### src/rtl/replace_policy_pkg.sv
// Shared cache replacement helpers: PLRU tree sizing, index widths, node-child indexing
// and maximal-length LFSR tap masks.
package replace_policy_pkg;

  function automatic int unsigned tree_nodes(input int unsigned num_way);
    return num_way - 1;
  endfunction

  function automatic int unsigned idx_w(input int unsigned n);
    return (n > 1) ? $clog2(n) : 1;
  endfunction

  // Heap numbering: node k has children 2k+1 (lower ways) and 2k+2 (upper ways).
  function automatic int unsigned node_child(input int unsigned node, input logic upper);
    return 2 * node + (upper ? 32'd2 : 32'd1);
  endfunction

  // Taps for a shift-left Fibonacci LFSR, feedback = ^(state & taps).
  function automatic logic [31:0] lfsr_taps(input int unsigned width);
    case (width)
      3:       return 32'h0000_0006;
      4:       return 32'h0000_000C;
      5:       return 32'h0000_0014;
      6:       return 32'h0000_0030;
      7:       return 32'h0000_0060;
      8:       return 32'h0000_00B8;
      9:       return 32'h0000_0110;
      default: return 32'h0000_0240;
    endcase
  endfunction

endpackage

### src/rtl/bin_to_1h.sv
// Binary to one-hot decoder.
module bin_to_1h #(
  parameter int unsigned Width = 2
) (
  input  logic [Width-1:0]      bin_i,
  output logic [(2**Width)-1:0] oh_o
);

  always_comb begin
    oh_o        = '0;
    oh_o[bin_i] = 1'b1;
  end

endmodule

### src/rtl/lfsr.sv
// Free-running Fibonacci LFSR that advances only when enabled; resets to all-ones.
module lfsr #(
  parameter int unsigned       Width = 4,
  parameter logic [Width-1:0] Taps  = Width'(32'hC)
) (
  input  logic             clk_i,
  input  logic             rst_ni,
  input  logic             en_i,
  output logic [Width-1:0] state_o
);

  logic [Width-1:0] state_q, state_d;

  always_comb begin
    state_d = state_q;
    if (en_i) state_d = {state_q[Width-2:0], ^(state_q & Taps)};
  end

  always_ff @(posedge clk_i or negedge rst_ni) begin
    if (!rst_ni) state_q <= '1;
    else         state_q <= state_d;
  end

  assign state_o = state_q;

endmodule

### src/rtl/replace_policy_plru_tree.sv
// Combinational PLRU tree: applies a touch (lowest set bit of touch_way_i) to one tree and
// walks the resulting tree to a one-hot victim.
module replace_policy_plru_tree
  import replace_policy_pkg::*;
#(
  parameter int unsigned NumWay = 4
) (
  input  logic [NumWay-2:0] tree_i,
  input  logic [NumWay-1:0] touch_way_i,
  output logic [NumWay-2:0] tree_o,
  output logic [NumWay-1:0] victim_o
);

  localparam int unsigned Levels = idx_w(NumWay);

  logic              touch_any;
  logic [Levels-1:0] touch_idx;

  assign touch_any = |touch_way_i;

  always_comb begin
    touch_idx = '0;
    for (int i = NumWay - 1; i >= 0; i--) begin
      if (touch_way_i[i]) touch_idx = Levels'(i);
    end
  end

  // Each node on the path is pointed at the sibling half of the touched way.
  always_comb begin
    int unsigned node;
    tree_o = tree_i;
    node   = 0;
    if (touch_any) begin
      for (int l = 0; l < Levels; l++) begin
        tree_o[node] = ~touch_idx[Levels-1-l];
        node         = node_child(node, touch_idx[Levels-1-l]);
      end
    end
  end

  always_comb begin
    int unsigned       node;
    logic [Levels-1:0] vidx;
    node = 0;
    vidx = '0;
    for (int l = 0; l < Levels; l++) begin
      vidx[Levels-1-l] = tree_o[node];
      node             = node_child(node, tree_o[node]);
    end
    victim_o       = '0;
    victim_o[vidx] = 1'b1;
  end

endmodule

### src/rtl/replace_policy.sv
// Per-set victim-way selector. CACHE_PLRU_EN selects a per-set tree PLRU table; otherwise an
// LFSR picks the way. Invalid ways always win; the victim is returned one cycle after sel_req.
module replace_policy
  import replace_policy_pkg::*;
#(
  parameter int unsigned NUM_WAY = 2,
  parameter int unsigned NUM_SET = 256
) (
  input  logic                       clk,
  input  logic                       resetn,
  input  logic                       sel_req,
  input  logic [$clog2(NUM_SET)-1:0] sel_index,
  input  logic [NUM_WAY-1:0]         v_ways,
  output logic                       victim_valid,
  output logic [NUM_WAY-1:0]         victim_way,
  input  logic                       touch_en,
  input  logic [$clog2(NUM_SET)-1:0] touch_index,
  input  logic [NUM_WAY-1:0]         touch_way
);

  localparam int unsigned WayIdxW = idx_w(NUM_WAY);

  logic               resp_q;
  logic [NUM_WAY-1:0] hold_q;
  logic [NUM_WAY-1:0] policy_way;
  logic [NUM_WAY-1:0] inv_way;
  logic               any_inv;

  assign any_inv = ~&v_ways;
  // Isolates the lowest clear bit of v_ways.
  assign inv_way = ~v_ways & (v_ways + NUM_WAY'(1));

  always_comb begin
    victim_way = hold_q;
    if (resp_q) victim_way = any_inv ? inv_way : policy_way;
  end

  assign victim_valid = resp_q;

  always_ff @(posedge clk or negedge resetn) begin
    if (!resetn) begin
      resp_q <= 1'b0;
      hold_q <= NUM_WAY'(1);
    end else begin
      resp_q <= sel_req;
      hold_q <= victim_way;
    end
  end

`ifdef CACHE_PLRU_EN
  localparam int unsigned Nodes = tree_nodes(NUM_WAY);

  logic [Nodes-1:0]   tree_q [NUM_SET];
  logic [Nodes-1:0]   tree_upd;
  logic [Nodes-1:0]   unused_sel_tree;
  logic [NUM_WAY-1:0] unused_upd_victim;
  logic [NUM_WAY-1:0] sel_touch;
  logic [NUM_WAY-1:0] sel_plru;
  logic [NUM_WAY-1:0] plru_q;
  logic               fwd;

  // A same-cycle touch on the selected set is applied before the walk.
  assign fwd       = touch_en && (touch_index == sel_index);
  assign sel_touch = fwd ? touch_way : '0;

  replace_policy_plru_tree #(
    .NumWay(NUM_WAY)
  ) u_tree_upd (
    .tree_i     (tree_q[touch_index]),
    .touch_way_i(touch_way),
    .tree_o     (tree_upd),
    .victim_o   (unused_upd_victim)
  );

  replace_policy_plru_tree #(
    .NumWay(NUM_WAY)
  ) u_tree_sel (
    .tree_i     (tree_q[sel_index]),
    .touch_way_i(sel_touch),
    .tree_o     (unused_sel_tree),
    .victim_o   (sel_plru)
  );

  always_ff @(posedge clk or negedge resetn) begin
    if (!resetn) begin
      for (int s = 0; s < NUM_SET; s++) tree_q[s] <= '0;
      plru_q <= NUM_WAY'(1);
    end else begin
      if (touch_en) tree_q[touch_index] <= tree_upd;
      if (sel_req)  plru_q <= sel_plru;
    end
  end

  assign policy_way = plru_q;
`else
  localparam int unsigned LfsrW = WayIdxW + 2;

  logic [LfsrW-1:0] lfsr_state;
  logic             unused_inputs;

  lfsr #(
    .Width(LfsrW),
    .Taps (LfsrW'(lfsr_taps(LfsrW)))
  ) u_lfsr (
    .clk_i  (clk),
    .rst_ni (resetn),
    .en_i   (resp_q & ~any_inv),
    .state_o(lfsr_state)
  );

  bin_to_1h #(
    .Width(WayIdxW)
  ) u_dec (
    .bin_i(lfsr_state[WayIdxW-1:0]),
    .oh_o (policy_way)
  );

  assign unused_inputs = ^{sel_index, touch_en, touch_index, touch_way,
                           lfsr_state[LfsrW-1:WayIdxW]};
`endif

endmodule

### config.mk
export PLATFORM = sky130hd
export DESIGN_NAME = replace_policy
export DESIGN_NICKNAME = d
export VERILOG_FILES = /design/src/rtl/replace_policy_pkg.sv /design/src/rtl/bin_to_1h.sv /design/src/rtl/lfsr.sv /design/src/rtl/replace_policy_plru_tree.sv /design/src/rtl/replace_policy.sv
export SDC_FILE = /design/constraint.sdc
export NUM_CORES = 1
export LEC_CHECK = 0
export CAP_MARGIN = 0
export CORE_AREA = 2 2 39 41
export DETAILED_ROUTE_END_ITERATION = 12
export DIE_AREA = 0 0 41 43
export MAX_ROUTING_LAYER = met4
export SYNTH_ARGS = -nofsm -noshare
export SYNTH_HDL_FRONTEND = slang
export SYNTH_SLANG_ARGS = --single-unit
### constraint.sdc
create_clock -name clk -period 1.2 [get_ports clk]
set_input_delay 0.24 -clock clk [delete_from_list [all_inputs] [get_ports clk]]
set_output_delay 0.24 -clock clk [all_outputs]
set_load 0.05 [all_outputs]
### Word level (Yosys, flattened, before mapping)

Index checks and enable logic that the tools add are counted.

| word-level totals | value |
|---|---|
| register bits after elaboration | 6 |
| output and inout port bits | 3 |

| cells by class | value |
|---|---|
| add/sub/neg operators | 1 |
| order comparisons | 2 |
| multiplexer cells | 4 |
| bitwise logic cells | 3 |
| reductions and logical operators | 3 |

Operators by type and width:

| cell | number |
|---|---|
| $mux W2 | 2 |
| $reduce_xor A3 Y1 | 1 |
| $add A2 B1 Y2 const B | 1 |
| $and A2 B2 Y2 | 1 |
| $lt A1 B2 Y1 const B | 1 |
| $not A2 Y2 | 1 |
| $reduce_and A2 Y1 | 1 |
| $and A1 B1 Y1 | 1 |
| $demux W1 S1 | 1 |
| $ge A1 B1 Y1 const B | 1 |
| $logic_and A1 B1 Y1 | 1 |
| $mux W1 | 1 |

### Depth between registers and ports, before layout

Gate-level depths: netlist of the first run.

| depth | value |
|---|---|
| word-level depth | 6 |
| depth in mapped cells | 2 |
| depth with buffers taken out | 2 |

### Hierarchy

Synthesis of the first run repeated with hierarchy kept, for this count alone.

| unflattened totals | value |
|---|---|
| cell total of the unflattened synthesis | 21 |
| area, all modules | 247.7 um2 |

Modules (own cells, without submodules):

| module | times used | cells each | area each (um2) | seq. area each (um2) |
|---|---|---|---|---|
| lfsr | 1 | 8 | 118.9 | 78.8 |
| replace_policy | 1 | 11 | 117.6 | 76.3 |
| bin_to_1h | 1 | 2 | 11.3 | 0.0 |

### Least setup slack after synthesis of the first run

No wires, ideal clock.

| timing path | value |
|---|---|
| kind | register to output |
| start point | reg resp_q (netlist: victim_valid) |
| end point | out victim_way[0] |
| arrival | 1609 ps |
| required time | 960 ps |
| path slack | -649 ps |
| cell stages (with the launch flop) | 3 |
| buffers on the path | 0 |
| cells stage by stage | dfrtp_1 -> nor2_1 -> a31oi_1 |

| on the way | value |
|---|---|
| word-level cells in the longest chain between the ends | 1 |

Ends and longest elaborated chain:

| element | line | RTL |
|---|---|---|
| start: declaration | replace_policy.sv:23 | `logic resp_q;` |
| start signal: assignment | replace_policy.sv:45 | `resp_q <= sel_req;` |
| $mux W2 | replace_policy.sv:35 | `if (resp_q) victim_way = any_inv ? inv_way : policy_way;` |
| end: declaration | replace_policy.sv:15 | `output logic [NUM_WAY-1:0] victim_way,` |

Every way passes these cells.

### Worst setup path in the final report of the first run

| timing path | value |
|---|---|
| start point | reg u_lfsr.state_q[0] (netlist: u_lfsr.state_o[0]) |
| end point | out victim_way[1] |

| on the way | value |
|---|---|
| word-level cells in the longest chain between the ends | 6 |
| elaborated cells between the ends (all ways) | 7 |
| classes of those cells | order compare: 2; mux: 4; reduce/logical: 1 |

Ends and longest elaborated chain:

| element | line | RTL |
|---|---|---|
| start: declaration | lfsr.sv:12 | `logic [Width-1:0] state_q, state_d;` |
| start signal: assignment | lfsr.sv:21 | `else state_q <= state_d;` |
| $lt A1 B2 Y1 (implied by the code) / $ge A1 B1 Y1 (equally long branches) | bin_to_1h.sv:11 | `oh_o[bin_i] = 1'b1;` |
| $logic_and A1 B1 Y1 (implied by the code) | bin_to_1h.sv:11 |  |
| $mux W1 (implied by the code) | bin_to_1h.sv:11 |  |
| $demux W1 S1 (*) | n/a |  |
| $mux W2 (*) (2 in a row) | replace_policy.sv:35 |  |

Every way passes the cells marked *; elsewhere a longest branch is shown, timed or not.

==> reports/qor.yml, run 1 <==
status: "finished, violations left"
violations: "setup timing"
placedCellCount: 42
placed_cell_area_um2: 395
grt_use_total_pct: 9.11
crit_fanout: 3
muxShareOfSynthArea_pct: 14.1
finish.utilization_pct: 32.8
clock_skew_ps: 9.50
initial_core_util_pct: 17.4
worstPathArrival_ps: 1210
grt_pass1_wl_um: 952
n_antenna_cell: 0
clk_latency_ps: 240
synthAdderAreaFrac_pct: 0
die_w_um: 41
fmax_ghz: 0.690
synth_cells: 16
cap_violations: 0
synth-xor-area-share_pct: 3.65
cts_hold_buf: 0
htreeDepth: 1
ys_seq_area_share_pct: 64.6
coreArea_mm2: 0.00138
numPortBuffers: 7
crit_path_start_kind: "register"
yosysWarnings: 0
power.leakage_nw: 0.203
die_area_mm2: 0.00176
synth-simple-area-share_pct: 11.5
syn-cell-area_um2: 240
finalSetupTns_ps: -468
period_share_pct: 121
synth_compound_area_share_pct: 6.25
stdcell_count: 48
synth.area.top_cells: "dfstp_2 44%, dfrtp_1 21%, mux2_1 14%"
synth_top_family_by_area: "multiplexers"
routedWlPerCell_um: 11.8
grt_pass1_vias: 229
min_path_type: "in -> async"
cts_root_buf: "clkbuf_4"
pin_count: 27
final.setup.worst_slack_ps: -249
cts_max_path_buffers: 2
tritoncts: "yes"
tightest_slew_ps: 281
drt-initial-drc-count: 0
via_count: 196
syn_to_final_growth_pct: 89.1
synth_largest_area_cell: "dfstp_2"
syn_avg_cell_area_um2: 15.0
layout-drive-gt1-share_pct: 62.5
rsz0062_at_grt: "true"
synth_cell_type_count: 10
gr-total-overflow: 0
ir_worst_vdd_uv: 573
yosysTopAreaCellShare_pct: 43.8
num-fill-cells: 147
cp_data_required_time_ps: 960
place.gp.congestion: 0.530
slew_viol_final: 0
vias_per_cell: 4.08
path_class: "reg -> out"
antenna_found_initial: 0
cts_buffers: 3
worst_slew_margin_rel_pct: 81.2
grt_max_degree: 7
crit_path_end_kind: "output pin"
setup-violations-final: 2
path_clk_slew_ps: 50
cts.sinks: 6
final_area_um2: 454
final_cell_mix: "4 x dfstp_2, 4 x buf_4, 3 x mux2_1, 3 x clkbuf_4, 3 x clkdlybuf4s50_1"
fin_crit_ps: 1450
ant_nets: 0
num_rows: 14
synth_nets: 40
synth_seq_cells: 6
nets: 57
wl_um: 567
drc: 0
dr.pass1.iters: 1
die_h_um: 43
hold_viol: 0
power_density_mw_per_mm2: 1160
## critical path, cell delays in order, from the launching register on
cell      delay (ps)
dfstp_2          530
nand2b_4         140
a31o_4           160
buf_8            140
## final timing paths
path	start	endpoint	slack (ps)	cells after the start
worst max-delay path	u_lfsr.state_o[0]$_DFFE_PN1P_	victim_way[1]	-250	3
worst min-delay path	resetn	hold_q[1]$_DFF_PN0_	240	1
worst max register to register	victim_valid$_DFF_PN0_	u_lfsr.state_o[0]$_DFFE_PN1P_	130	3
worst min register to register	u_lfsr.state_o[1]$_DFFE_PN1P_	u_lfsr.state_o[2]$_DFFE_PN1P_	660	1
max in group asynchronous	resetn	u_lfsr.state_o[0]$_DFFE_PN1P_	680	1
min in group clk	sel_req	victim_valid$_DFF_PN0_	450	1
## what timing repair did
action	4_1_cts	5_1_grt
gates resized for setup	5	0
pin swaps	1	0
setup buffers	2	0
setup endpoints to repair	3	4
## cells by family after synthesis
kind of cell,count (synthesis)
compound gates,2
xor+xnor,1
flops,6
mux,3
simple gates,4
## per-stage QoR
stage	power (W)	hold slack [ps]	setup WS (ps)
2_1_floorplan	0.000264	-55.6	-98.1
3_3_place_gp	0.000317	483	-322
3_5_place_dp	0.000322	500	-348
4_1_cts	0.000539	234	-257
5_1_grt	0.000560	254	-304
6_report	0.000525	240	-249
## synthesized netlist by cell type
master	n
nand3_2	1
and2b_1	1
nor2_1	1
nand2b_1	1
dfrtp_1	2
dfstp_2	4
a31oi_1	1
mux2_1	3
xor2_1	1
a31o_1	1
## power by group
part | internal (W) | switching [W] | total [W]
Combinational | 0.0000594 | 0.0000555 | 0.000115
Clock | 0.000126 | 0.0000682 | 0.000194
Sequential | 0.000213 | 0.00000323 | 0.000216
Total | 0.000398 | 0.000127 | 0.000525
## final cells by class
cell class / count / area (um2) / share of cell area (%)
Sequential cell: 6 / 156 / 34.4
Timing Repair Buffer: 12 / 135 / 29.8
Multi-Input combinational cell: 10 / 116 / 25.6
Clock buffer: 4 / 26.3 / 5.79
Tap cell: 16 / 20.0 / 4.41
## metal layers
metal | vias to the layer above | wire length [um] | track usage (%)
met4 | 0 | 10 | 4.00
met1 | 97 | 189 | 7.21
met5 | - | 0 | -
li1 | 89 | - | -
met2 | 8 | 325 | 15.0
met3 | 2 | 41 | 6.28
## sequential cells by signal (all words and copies together), names as in the netlist
name and cells:
hold_q 2, u_lfsr.state_o 3, victim_valid 1
Power figures use the tool's default switching activity.
==> inputs of run 2 (changes only) <==
==> constraint.sdc (replaced) <==
create_clock -name clk -period 1.2 [get_ports clk]
set_input_delay 0.12 -clock clk [delete_from_list [all_inputs] [get_ports clk]]
set_output_delay 0.12 -clock clk [all_outputs]
set_load 0.05 [all_outputs]
==> run 2 against run 1 <==
The run still ends with setup timing left. Hold slack lost 120 ps. Combinational power up 6%. Fmax is 10% higher. Cell area up 6.1%. Clock power about the same. Power grew 1.6%. Critical path type unchanged. Largest cell class unchanged.
==> reports/qor.yml, run 2 (same netlist as run 1, synthesis figures left out) <==
layout-drive-gt1-share_pct: 67.6  # +5.1 points
largest_reg_flops: 3  # unchanged
worstPathArrival_ps: 1190  # -20 ps
ant_nets: 0  # unchanged
coreArea_mm2: 0.00138  # unchanged
cp_data_required_time_ps: 1080  # +120 ps
r2r_end: "hold_q[0]$_DFF_PN1_"
drc: 0  # unchanged
cpLargestDelayFamily: "flip-flops"
numPortBuffers: 7  # unchanged
final_cell_mix: "5 x buf_4, 4 x dfstp_2, 4 x clkdlybuf4s50_1"
path_depth: 3  # unchanged
period_share_pct: 109  # -11 points
grt_pass1_vias: 229  # unchanged
fin_crit_ps: 1310  # -136 ps
path_class: "reg -> out"
cp_cell_sequence: "nand2b_4 -> a31o_4 -> buf_8"
r2r_start: "u_lfsr.state_o[0]$_DFFE_PN1P_"
gr-total-overflow: 0  # unchanged
crit_path_start_kind: "register"
dr.pass1.iters: 1  # unchanged
syn_to_final_growth_pct: 101
cts_max_path_buffers: 2  # unchanged
setup-violations-final: 2  # unchanged
vias_per_cell: 3.90  # -4.5%
initial_core_util_pct: 17.4  # unchanged
cts.sinks: 6  # unchanged
num_rows: 14  # unchanged
power.leakage_nw: 0.213  # +5.0%
reg2regPathDepth: 4  # +1
antenna_found_initial: 0  # unchanged
violations: "setup timing"
grt_pass1_wl_um: 924  # -2.9%
die_area_mm2: 0.00176  # unchanged
cpMaxStageDelayCell: "dfstp_2"
crit_path_max_incr_delay_ps: 520  # about the same
cts_buffers: 3  # unchanged
die_h_um: 43  # unchanged
wl_um: 548  # -3.4%
clk_latency_ps: 240  # about the same
power_w: 0.000533  # +1.6%
nets: 59  # +3.5%
drt-initial-drc-count: 0  # unchanged
min_path_type: "in -> async"
hold_viol: 0  # unchanged
slew_viol_final: 0  # unchanged
routedWlPerCell_um: 11.0  # -7.2%
ir_worst_vdd_uv: 290  # -49%
tritoncts: "yes"
crit_path_end_kind: "output pin"
worst_slew_margin_rel_pct: 81.9  # +0.71 points
layout_commonest_cell: "buf_4"
cts_hold_buf: 0  # unchanged
reg2reg_setup_slack_ps: 120  # about the same
path_clk_slew_ps: 50  # about the same
die_w_um: 41  # unchanged
crit_fanout: 2  # -1
cap_violations: 0  # unchanged
power_density_mw_per_mm2: 1110  # -4.2%
htreeDepth: 1  # unchanged
clock_skew_ps: 5.23  # -4.27 ps
n_antenna_cell: 0  # unchanged
cts_root_buf: "clkbuf_4"
whs_ps: 120  # -120 ps
fmax_ghz: 0.762  # +10%
worst-path-buf-inv: 1  # unchanged
grt_max_degree: 7  # unchanged
status: "finished, violations left"
tightest_slew_ps: 271  # -10.6 ps
place.gp.congestion: 0.512  # -3.5%
grt_use_total_pct: 8.83  # -0.28 points
final.setup.worst_slack_ps: -112  # +136 ps
via_count: 195  # -0.51%
pin_count: 27  # unchanged
rsz0062_at_grt: "true"
==> run 2: changes by cell type in the layout (fill, tap and decap cells not counted), sizes merged <==
cell | before | now
dlygate4sd2 | 1 | 0
clkdlybuf4s50 | 3 | 4
buf | 8 | 10
==> run 2: where the power goes <==
part           switching [W]  internal (W)  leakage [nW]
logic              0.0000559     0.0000658         0.133
registers         0.00000554      0.000213        0.0651
clock network      0.0000675      0.000126        0.0150
total               0.000129      0.000404         0.213
==> run 2: worst max-delay path by stage <==
| stage | from | to | slack, ps |
|---|---|---|---|
| after detailed placement | v_ways[1] | victim_way[1] | -150 |
| after floorplan | victim_valid$_DFF_PN0_ | hold_q[1]$_DFF_PN0_ | -4 |
| final | u_lfsr.state_o[0]$_DFFE_PN1P_ | victim_way[1] | -110 |
| after CTS | victim_valid$_DFF_PN0_ | victim_way[1] | -130 |
| after global routing | u_lfsr.state_o[0]$_DFFE_PN1P_ | victim_way[1] | -160 |
| after global placement | v_ways[1] | victim_way[1] | -110 |
==> run 2: layout make-up <==
| type | count | area, um2 |
|---|---|---|
| flip-flops and latches | 6 | 156 |
| clock buffers | 4 | 26.3 |
| well taps | 16 | 20.0 |
| multi-input cells | 10 | 124 |
| repair buffers | 14 | 155 |
| fillers | 149 | 902 |
==> run 2: per-stage QoR <==
| step | cells | setup WS [ps] | TNS [ps] | cell area, um2 | utilization, % |
|---|---|---|---|---|---|
| 5_1_grt | 50 | -161 | -319 | 482 | 34.8 |
| 2_1_floorplan | 16 | -4.49 | -8.16 | 265 | - |
| 3_3_place_gp | 41 | -112 | -323 | 388 | 28.0 |
| 6_report | 50 | -112 | -217 | 482 | 34.8 |
| 4_1_cts | 50 | -125 | -246 | 482 | 34.8 |
| 3_5_place_dp | 41 | -148 | -545 | 388 | 28.0 |
==> run 2: layer usage <==
metal  vias up  wire length (um)  track usage, %
li1         93                 -               -
met1        94               154            6.62
met2         8               332            14.4
met3         0                61            5.24
met4         0                 0            6.00
met5         -                 0               -
==> run 2: repair_timing <==
| action | CTS | global route |
|---|---|---|
| gates resized for setup | 8 | 0 |
| endpoints found under the setup margin | 2 | 3 |
| pin swaps | 2 | 0 |
| buffers inserted | 5 | 0 |
==> inputs of run 3 (changes only) <==
- REMOVE_ABC_BUFFERS: unset -> 1
==> run 3 against run 2 <==
The flow still finishes with violations (setup timing). Sequential power about the same. Register-to-register slack lost 60 ps. Non-clock buffer count decreased by 2. Fmax fell by 2.2%.
==> reports/qor.yml, run 3 (same netlist as run 1, synthesis figures left out) <==
status: "finished, violations left"
violations: "setup timing"
n_antenna_cell: 0  # unchanged
cts_root_buf: "clkbuf_4"
nets: 57  # -3.4%
die_w_um: 41  # unchanged
seq_area_um2: 156  # unchanged
cts_max_path_buffers: 2  # unchanged
final_cell_mix: "4 x dfstp_2, 4 x clkdlybuf4s50_1, 4 x buf_4"
cts.sinks: 6  # unchanged
largest_reg_flops: 3  # unchanged
crit_path_start_kind: "register"
gr-total-overflow: 0  # unchanged
wl_met1_um: 217  # +41%
setup-violations-final: 2  # unchanged
final_area_um2: 452  # -6.2%
met3WireLength_um: 54  # -11%
die_area_mm2: 0.00176  # unchanged
fin_crit_ps: 1340  # +30.1 ps
grt_max_degree: 7  # unchanged
wl_um: 547  # -0.18%
num-fill-cells: 141  # -5.4%
via_count: 189  # -3.1%
path_class: "reg -> out"
drc: 0  # unchanged
clock_skew_ps: 8.91  # +3.68 ps
cts_buffers: 3  # unchanged
ir_worst_vdd_uv: 428  # +48%
initial_core_util_pct: 17.4  # unchanged
clk_latency_ps: 250  # about the same
tritoncts: "yes"
dr_wl_met2_um: 275  # -17%
multiInputGateArea_um2: 108  # -13%
reg2reg_setup_slack_ps: 60  # -60 ps
vias_per_cell: 3.94  # +0.96%
tightest_slew_ps: 284  # +13.2 ps
ant_nets: 0  # unchanged
worstPathArrival_ps: 1220  # +30 ps
layout-drive-gt1-share_pct: 62.5  # -5.1 points
power.leakage_nw: 0.201  # -5.7%
worst_slew_margin_rel_pct: 81.0  # -0.88 points
final.setup.worst_slack_ps: -142  # -30.1 ps
pin_count: 27  # unchanged
htreeDepth: 1  # unchanged
path_clk_slew_ps: 50  # about the same
power_density_mw_per_mm2: 1180  # +6.7%
num_rows: 14  # unchanged
drt-initial-drc-count: 0  # unchanged
syn_to_final_growth_pct: 88.0
die_h_um: 43  # unchanged
numPortBuffers: 7  # unchanged
grt_pass1_vias: 222  # -3.1%
grt_use_total_pct: 7.88  # -0.94 points
dr.max_layer_used: "met3"
period_share_pct: 112  # +2.5 points
finish.utilization_pct: 32.6  # -2.2 points
finalSetupTns_ps: -273  # -55.8 ps
cp_data_required_time_ps: 1080  # about the same
rsz0062_at_grt: "true"
fmax_ghz: 0.745  # -2.2%
placed_cell_area_um2: 383  # -1.3%
min_path_type: "in -> async"
crit_path_end_kind: "output pin"
hold_viol: 0  # unchanged
crit_fanout: 5  # +3
grt_pass1_wl_um: 841  # -9.0%
coreArea_mm2: 0.00138  # unchanged
routedWlPerCell_um: 11.4  # +4.0%
antenna_found_initial: 0  # unchanged
place.gp.congestion: 0.544  # +6.2%
slew_viol_final: 0  # unchanged
cap_violations: 0  # unchanged
dr.pass1.iters: 1  # unchanged
==> run 3: routing by layer <==
metal	GRT usage, %	vias to the layer above
met2	12.5	10
met3	4.71	0
met1	6.93	89
li1	-	90
met4	4.00	0
met5	-	-
==> run 3: critical path: stages, from the launching register on <==
cell	delay, ps
dfrtp_2	410
and2b_1	200
a31o_4	220
buf_12	140
==> run 3: worst paths after layout <==
| path | cells past startpoint | end | from |
|---|---|---|---|
| worst max-delay path | 3 | victim_way[1] | victim_valid$_DFF_PN0_ |
| min in group clk | 1 | victim_valid$_DFF_PN0_ | sel_req |
| max in group asynchronous | 1 | u_lfsr.state_o[2]$_DFFE_PN1P_ | resetn |
| worst max register to register | 4 | hold_q[0]$_DFF_PN1_ | u_lfsr.state_o[0]$_DFFE_PN1P_ |
| worst min register to register | 2 | hold_q[1]$_DFF_PN0_ | hold_q[1]$_DFF_PN0_ |
| worst min-delay path | 1 | hold_q[1]$_DFF_PN0_ | resetn |
==> run 3: stage by stage <==
step | hold WS, ps | worst slack [ps] | power [W] | std cells
2_1_floorplan | -176 | -625 | 0.000255 | 16
3_3_place_gp | 361 | -90.7 | 0.000314 | 42
3_5_place_dp | 382 | -137 | 0.000318 | 42
4_1_cts | 114 | -190 | 0.000536 | 46
5_1_grt | 122 | -192 | 0.000567 | 48
6_report | 114 | -142 | 0.000534 | 48
==> run 3: what timing repair did <==
| item | CTS | global route |
|---|---|---|
| setup endpoints to repair | 2 | 2 |
| pin swaps | 1 | 0 |
| setup buffers | 0 | 2 |
| hold buffers | 0 | 0 |
| resized for setup | 3 | 2 |
==> run 3: final cells by class <==
class                   count  area share (%)
flip-flops and latches      6            34.6
multi-input cells          10            23.8
well taps                  16            4.43
repair buffers             12            31.3
clock buffers               4            5.82
==> run 3: power breakdown <==
group	leakage, nW	internal (W)	switching (W)	total, W
Clock	0.0150	0.000126	0.0000774	0.000204
Combinational	0.121	0.0000617	0.0000519	0.000114
Sequential	0.0651	0.000212	0.00000404	0.000216
Total	0.201	0.000400	0.000133	0.000534
